**src/rtl/pipe_pkg.sv**
```systemverilog
// Shared types and constants for the IF/ID pipeline register.
package pipe_pkg;

    // Bubble encoding driven on invalid or flushed lanes.
    localparam logic [31:0] NOP_INSTR = 32'h0000_0000;

    // Occupancy states; the encoding doubles as the entry count.
    typedef enum logic [1:0] {
        OCC_EMPTY = 2'd0,
        OCC_ONE   = 2'd1,
        OCC_FULL  = 2'd2
    } occ_e;

    // Reference bundle layout for the default single-lane, 32-bit configuration.
    localparam int unsigned BUNDLE_AW    = 32;
    localparam int unsigned BUNDLE_IW    = 32;
    localparam int unsigned BUNDLE_LANES = 1;

    typedef struct packed {
        logic [BUNDLE_LANES*BUNDLE_IW-1:0] instn;
        logic [BUNDLE_LANES-1:0]           lane_mask;
        logic [BUNDLE_AW-1:0]              pc;
        logic [BUNDLE_AW-1:0]              pc_plus4;
    } bundle_t;

    // Packed width of a bundle {instn, lane_mask, pc, pc_plus4}.
    function automatic int unsigned bundle_width(input int unsigned aw, input int unsigned iw,
                                                 input int unsigned lanes);
        return lanes * iw + lanes + 2 * aw;
    endfunction

endpackage

```
**src/rtl/pipe_skid_buf2.sv**
```systemverilog
// Generic 2-entry skid FIFO: MAIN drives the output, SKID absorbs one overflow beat.
// o_ready and o_valid are flops, so no input reaches o_ready combinationally.
module pipe_skid_buf2
    import pipe_pkg::*;
#(
    parameter int unsigned W = 32
) (
    input  logic         clk,
    input  logic         reset,
    input  logic         i_clr,
    input  logic         i_push,
    input  logic [W-1:0] i_data,
    output logic         o_ready,
    input  logic         i_pop,
    output logic         o_valid,
    output logic [W-1:0] o_data,
    output occ_e         o_occ
);

    occ_e         r_state;
    logic [W-1:0] r_main;
    logic [W-1:0] r_skid;
    logic         r_ready;
    logic         r_valid;
    logic         w_push;
    logic         w_pop;

    assign w_push = i_push && r_ready;
    assign w_pop  = i_pop && r_valid;

    // Occupancy FSM with data movement; clear returns to the reset pattern.
    always_ff @(posedge clk or posedge reset) begin
        if (reset) begin
            r_state <= OCC_EMPTY;
            r_main  <= '0;
            r_skid  <= '0;
            r_ready <= 1'b1;
            r_valid <= 1'b0;
        end else if (i_clr) begin
            r_state <= OCC_EMPTY;
            r_main  <= '0;
            r_skid  <= '0;
            r_ready <= 1'b1;
            r_valid <= 1'b0;
        end else begin
            case (r_state)
                OCC_EMPTY: begin
                    if (w_push) begin
                        r_main  <= i_data;
                        r_state <= OCC_ONE;
                        r_valid <= 1'b1;
                    end
                end
                OCC_ONE: begin
                    if (w_push && w_pop) begin
                        r_main <= i_data;
                    end else if (w_push) begin
                        r_skid  <= i_data;
                        r_state <= OCC_FULL;
                        r_ready <= 1'b0;
                    end else if (w_pop) begin
                        r_state <= OCC_EMPTY;
                        r_valid <= 1'b0;
                    end
                end
                OCC_FULL: begin
                    // r_ready is low here, so only a pop can happen.
                    if (w_pop) begin
                        r_main  <= r_skid;
                        r_state <= OCC_ONE;
                        r_ready <= 1'b1;
                    end
                end
                default: begin
                    r_state <= OCC_EMPTY;
                    r_ready <= 1'b1;
                    r_valid <= 1'b0;
                end
            endcase
        end
    end

    assign o_ready = r_ready;
    assign o_valid = r_valid;
    assign o_data  = r_main;
    assign o_occ   = r_state;

endmodule

```
**src/rtl/if_id_pipe_reg.sv**
```systemverilog
// IF/ID pipeline register: skid-buffered bundle transfer with stall gating,
// flush-to-bubble, lane NOP masking and a saturating flush counter.
module if_id_pipe_reg
    import pipe_pkg::*;
#(
    parameter int unsigned    AW    = 32,
    parameter int unsigned    IW    = 32,
    parameter int unsigned    LANES = 1,
    parameter logic [IW-1:0]  NOP   = IW'(NOP_INSTR),
    parameter int unsigned    CNT_W = 16
) (
    input  logic                  clk,
    input  logic                  reset,
    input  logic                  in_valid,
    output logic                  in_ready,
    input  logic [LANES*IW-1:0]   in_instn,
    input  logic [LANES-1:0]      in_lane_mask,
    input  logic [AW-1:0]         in_pc,
    input  logic [AW-1:0]         in_pc_plus4,
    input  logic                  stall,
    input  logic                  flush,
    output logic                  out_valid,
    input  logic                  out_ready,
    output logic [LANES*IW-1:0]   out_instn,
    output logic [LANES-1:0]      out_lane_mask,
    output logic [AW-1:0]         out_pc,
    output logic [AW-1:0]         out_pc_plus4,
    output logic [1:0]            occupancy,
    output logic [CNT_W-1:0]      flush_cnt
);

    localparam int unsigned BW = bundle_width(AW, IW, LANES);
    localparam logic [CNT_W+1:0] CNT_MAX = {2'b00, {CNT_W{1'b1}}};

    logic [BW-1:0]        w_in_bundle;
    logic [BW-1:0]        w_main;
    logic                 w_valid;
    logic                 w_pop;
    occ_e                 w_occ;
    logic [LANES*IW-1:0]  w_main_instn;
    logic [LANES-1:0]     w_main_mask;
    logic [CNT_W+1:0]     w_cnt_sum;
    logic [CNT_W-1:0]     r_flush_cnt;

    assign w_in_bundle = {in_instn, in_lane_mask, in_pc, in_pc_plus4};
    // A stalled ID stage looks exactly like out_ready low.
    assign w_pop       = out_ready && !stall;

    pipe_skid_buf2 #(
        .W(BW)
    ) u_skid (
        .clk    (clk),
        .reset  (reset),
        .i_clr  (flush),
        .i_push (in_valid),
        .i_data (w_in_bundle),
        .o_ready(in_ready),
        .i_pop  (w_pop),
        .o_valid(w_valid),
        .o_data (w_main),
        .o_occ  (w_occ)
    );

    assign w_main_instn  = w_main[BW-1 -: LANES*IW];
    assign w_main_mask   = w_main[2*AW +: LANES];
    assign out_pc        = w_main[AW +: AW];
    assign out_pc_plus4  = w_main[AW-1:0];
    assign out_valid     = w_valid;
    assign out_lane_mask = w_valid ? w_main_mask : '0;
    assign occupancy     = w_occ;

    // Force NOP onto lanes that are masked off or when nothing is presented.
    always_comb begin
        out_instn = '0;
        for (int l = 0; l < int'(LANES); l++) begin
            out_instn[l*IW +: IW] = (w_valid && w_main_mask[l]) ? w_main_instn[l*IW +: IW] : NOP;
        end
    end

    // Entries discarded by a flush are the held occupancy at the flush edge.
    assign w_cnt_sum = {2'b00, r_flush_cnt} + {{CNT_W{1'b0}}, occupancy};

    // Saturating count of valid bundles dropped by flush.
    always_ff @(posedge clk or posedge reset) begin
        if (reset) begin
            r_flush_cnt <= '0;
        end else if (flush) begin
            r_flush_cnt <= (w_cnt_sum > CNT_MAX) ? CNT_MAX[CNT_W-1:0] : w_cnt_sum[CNT_W-1:0];
        end
    end

    assign flush_cnt = r_flush_cnt;

endmodule
```
**config.mk**
```make
export PLATFORM = sky130hd
export DESIGN_NAME = if_id_pipe_reg
export DESIGN_NICKNAME = d
export VERILOG_FILES = /design/src/rtl/pipe_pkg.sv /design/src/rtl/pipe_skid_buf2.sv /design/src/rtl/if_id_pipe_reg.sv
export SDC_FILE = /design/constraint.sdc
export NUM_CORES = 1
export LEC_CHECK = 0
export ABC_AREA = 1
export CORE_MARGIN = 5
export CORE_UTILIZATION = 35
export DETAILED_ROUTE_END_ITERATION = 10
export PLACE_DENSITY_LB_ADDON = 0.15
export SLEW_MARGIN = 20
export SYNTH_ARGS = -nofsm -noshare
export SYNTH_HDL_FRONTEND = slang
export SYNTH_SLANG_ARGS = --single-unit
export TNS_END_PERCENT = 50
```
**constraint.sdc**
```tcl
create_clock -name clk -period 8.1 [get_ports clk]
set_input_delay 1.62 -clock clk [delete_from_list [all_inputs] [get_ports clk]]
set_output_delay 1.62 -clock clk [all_outputs]
set_load 0.05 [all_outputs]
```
==> results_dict.tcl <==
set metrics [dict create \
    status "complete, no violations" \
    cts_tree "done" \
    gp_congestion 0.734 \
    slowest_stage "clkdlybuf4s50_1" \
    numCtsBuffers 26 \
    synth-seq-area-share_pct 49.2 \
    p_leak_nw 6.31 \
    ant_nets 0 \
    stdcell_count 1893 \
    placedCellCount 1842 \
    netlist_area_um2 10900 \
    tightest_slew_ps 956 \
    cp.required_ps 6480 \
    syn_area_per_cell_um2 7.86 \
    finalHoldViolCount 0 \
    fin_util_pct 44.6 \
    wire_per_inst_um 15.4 \
    min_period_ps 4380 \
    drive_above_1_share_pct 4.55 \
    antenna_found_initial 2 \
    syn2layout_area_growth_pct 25.8 \
    end_kind "primary output" \
    min-delay-start "u_skid.o_data[16]$_DFFE_PP0P_" \
    grt_util_all_layers_pct 16.5 \
    path_clk_slew_ps 60 \
    port_buffers 219 \
    worstHoldPathType "flip-flop to flip-flop" \
    finalNetCount 1584 \
    postCtsSetupRepairBufs 0 \
    slew_viol_final 0 \
    max_slew_margin_pct 36.3 \
    routed_via_density 4.86 \
    clock_skew_ps 11.0 \
    powerDensity_nw_per_um2 335 \
    worstPathCellList "nand2_1 -> buf_4 -> nor2_1 -> clkdlybuf4s50_1" \
    fp-row-count 64 \
    hold_buffers 0 \
    routed_wl_um 29200 \
    arrival_ps 2760 \
    syn-instance-count 1384 \
    critPathLaunch "u_skid.o_valid$_DFFE_PP0P_" \
    vdd_ir_drop_max_mv 0.180 \
    critPathMaxFanout 19 \
    core_um2 30700 \
    ctsLongestPathBuffers 3 \
    cts_sinks 214 \
    die_y_um 186 \
    clkLatencyLatePin_ps 520 \
    post-dp-hpwl_um 17600 \
    die_w_um 186 \
    cap_violations 0 \
    synth_cell_types 27 \
    ys_seq_elements 214 \
    grt_pass1_wl_um 48600 \
    first_pass_iters 5 \
    synth_nets 1494 \
    grt_pass1_vias 9022 \
    ios 220 \
    grt-ovfl-total 0 \
    tns_ps 0 \
    drc_errors 0 \
    route.vias.total 9203 \
    period_share_pct 54.1 \
    fmax_ghz 0.228 \
    drt-initial-drc-count 551 \
    yosys_warnings 0 \
    rsz0062_at_grt "no" \
    holdWs_ps 468 \
    r2r_start "u_skid.o_occ[1]$_DFFE_PP0P_" \
    htree_levels 1 \
    finalSetupViolCount 0 \
    cts-root-buf "clkbuf_16" \
    start_kind "flip-flop" \
    die_area_um2 34700 \
    grt_max_degree 143 \
    slowest_delay_ps 820 \
    ctsResizeCount 0 \
    start_util_pct 35.5 \
    crit_type "flip-flop to primary output" \
]
-- area by class of cell --
type,count,area [µm²]
tap,396,495
clock inverter,12,189
timing repair buffer,226,2250
antenna,3,7.51
sequential,214,5360
clock buffer,36,779
multi-input combinational,850,4000
inverter,156,604
fill,3067,17000
-- critical path, delay by kind of cell, from the launching register on --
kind,cells,cell delay [ps]
flops,1,420
simple gates,2,600
buf+inv,2,1210
-- stage by stage --
stage	instance area, µm²	setup slack (ps)	power [W]
2_1_floorplan	10900	631	0.00294
3_3_place_gp	12700	2550	0.00332
3_5_place_dp	12700	2500	0.00334
4_1_cts	13700	3050	0.00466
5_1_grt	13700	3410	0.00488
6_report	13700	3720	0.00459
-- cell families after synthesis --
family	Yosys count	synth area share (%)
buf+inv	320	14.3
compound gates	293	13.5
xor+xnor	3	0.242
simple gates	547	21.9
fa+ha+maj	7	0.874
flops	214	49.2
-- routing by layer --
metal / up-vias / routed length, µm / track usage, %
met2: 220 / 13300 / 26.7
li1: 4605 / - / -
met4: 0 / 662 / 4.21
met1: 4344 / 13600 / 22.5
met5: - / 0 / 0
met3: 34 / 1640 / 3.66
-- cells in the mapped netlist --
cell      count  area (µm²)
nand3_2       1        10.0
a21oi_1      95         475
clkbuf_1     43         161
buf_2        44         220
inv_1       154         578
nand2_2       1        6.26
inv_2         2        7.51
xnor2_1       1        8.76
nor3_1        2        10.0
dfstp_2       1        26.3
fa_1          1        20.0
nor2_2        2        12.5
buf_4        68         510
nor2_4        1        11.3
ha_1          6        75.1
clkbuf_2      1        5.00
nand3b_1      1        7.51
nand4_1       4        25.0
xor2_1        2        17.5
nor2_1       53         199
dfrtp_1     213        5330
o21ai_0     198         991
buf_1         2        7.51
nand3_1     222        1110
nand2_1     256         961
or2_2         4        25.0
buf_6         6        67.6
-- where the power goes --
part | internal [W] | switching [W] | total, W
registers | 0.00134 | 0.000145 | 0.00149
clock network | 0.000829 | 0.000469 | 0.00130
logic | 0.000525 | 0.00128 | 0.00180
total | 0.00270 | 0.00189 | 0.00459
-- registers in the layout, summed over array words and instances, names as in the netlist --
name,cells
u_skid.o_valid,1
u_skid.o_ready,1
u_skid.o_data,97
u_skid.r_skid,97
u_skid.o_occ,2
flush_cnt,16
-- placed cells by master, fill, tap and decap left out, types with 2 or more instances in the layout --
cell	count
bufinv_16	5
a21oi_1	95
dfrtp_1	213
or2_2	4
o21ai_0	198
clkinv_2	7
nor2_2	2
nor3_1	2
nand4_1	4
buf_4	5
inv_6	2
inv_1	153
nand3_1	222
nand2_1	255
clkbuf_16	27
clkbuf_8	7
diode_2	3
xor2_1	2
nor2_1	53
clkdlybuf4s50_1	219
ha_1	5
buf_6	2
clkbuf_1	2
-- final timing paths --
check | endpoint | slack (ps) | depth (start not counted)
worst min register to register | u_skid.o_data[16]$_DFFE_PP0P_ | 470 | 2
worst min-delay path | u_skid.o_data[16]$_DFFE_PP0P_ | 470 | 2
worst max register to register | u_skid.o_data[32]$_DFFE_PP0P_ | 5080 | 11
max in group asynchronous | u_skid.r_skid[14]$_DFFE_PP0P_ | 4910 | 3
min in group asynchronous | u_skid.o_data[53]$_DFFE_PP0P_ | 1600 | 2
worst max-delay path | out_instn[17] | 3720 | 4
No activity file was read; power rests on OpenSTA's default activity.
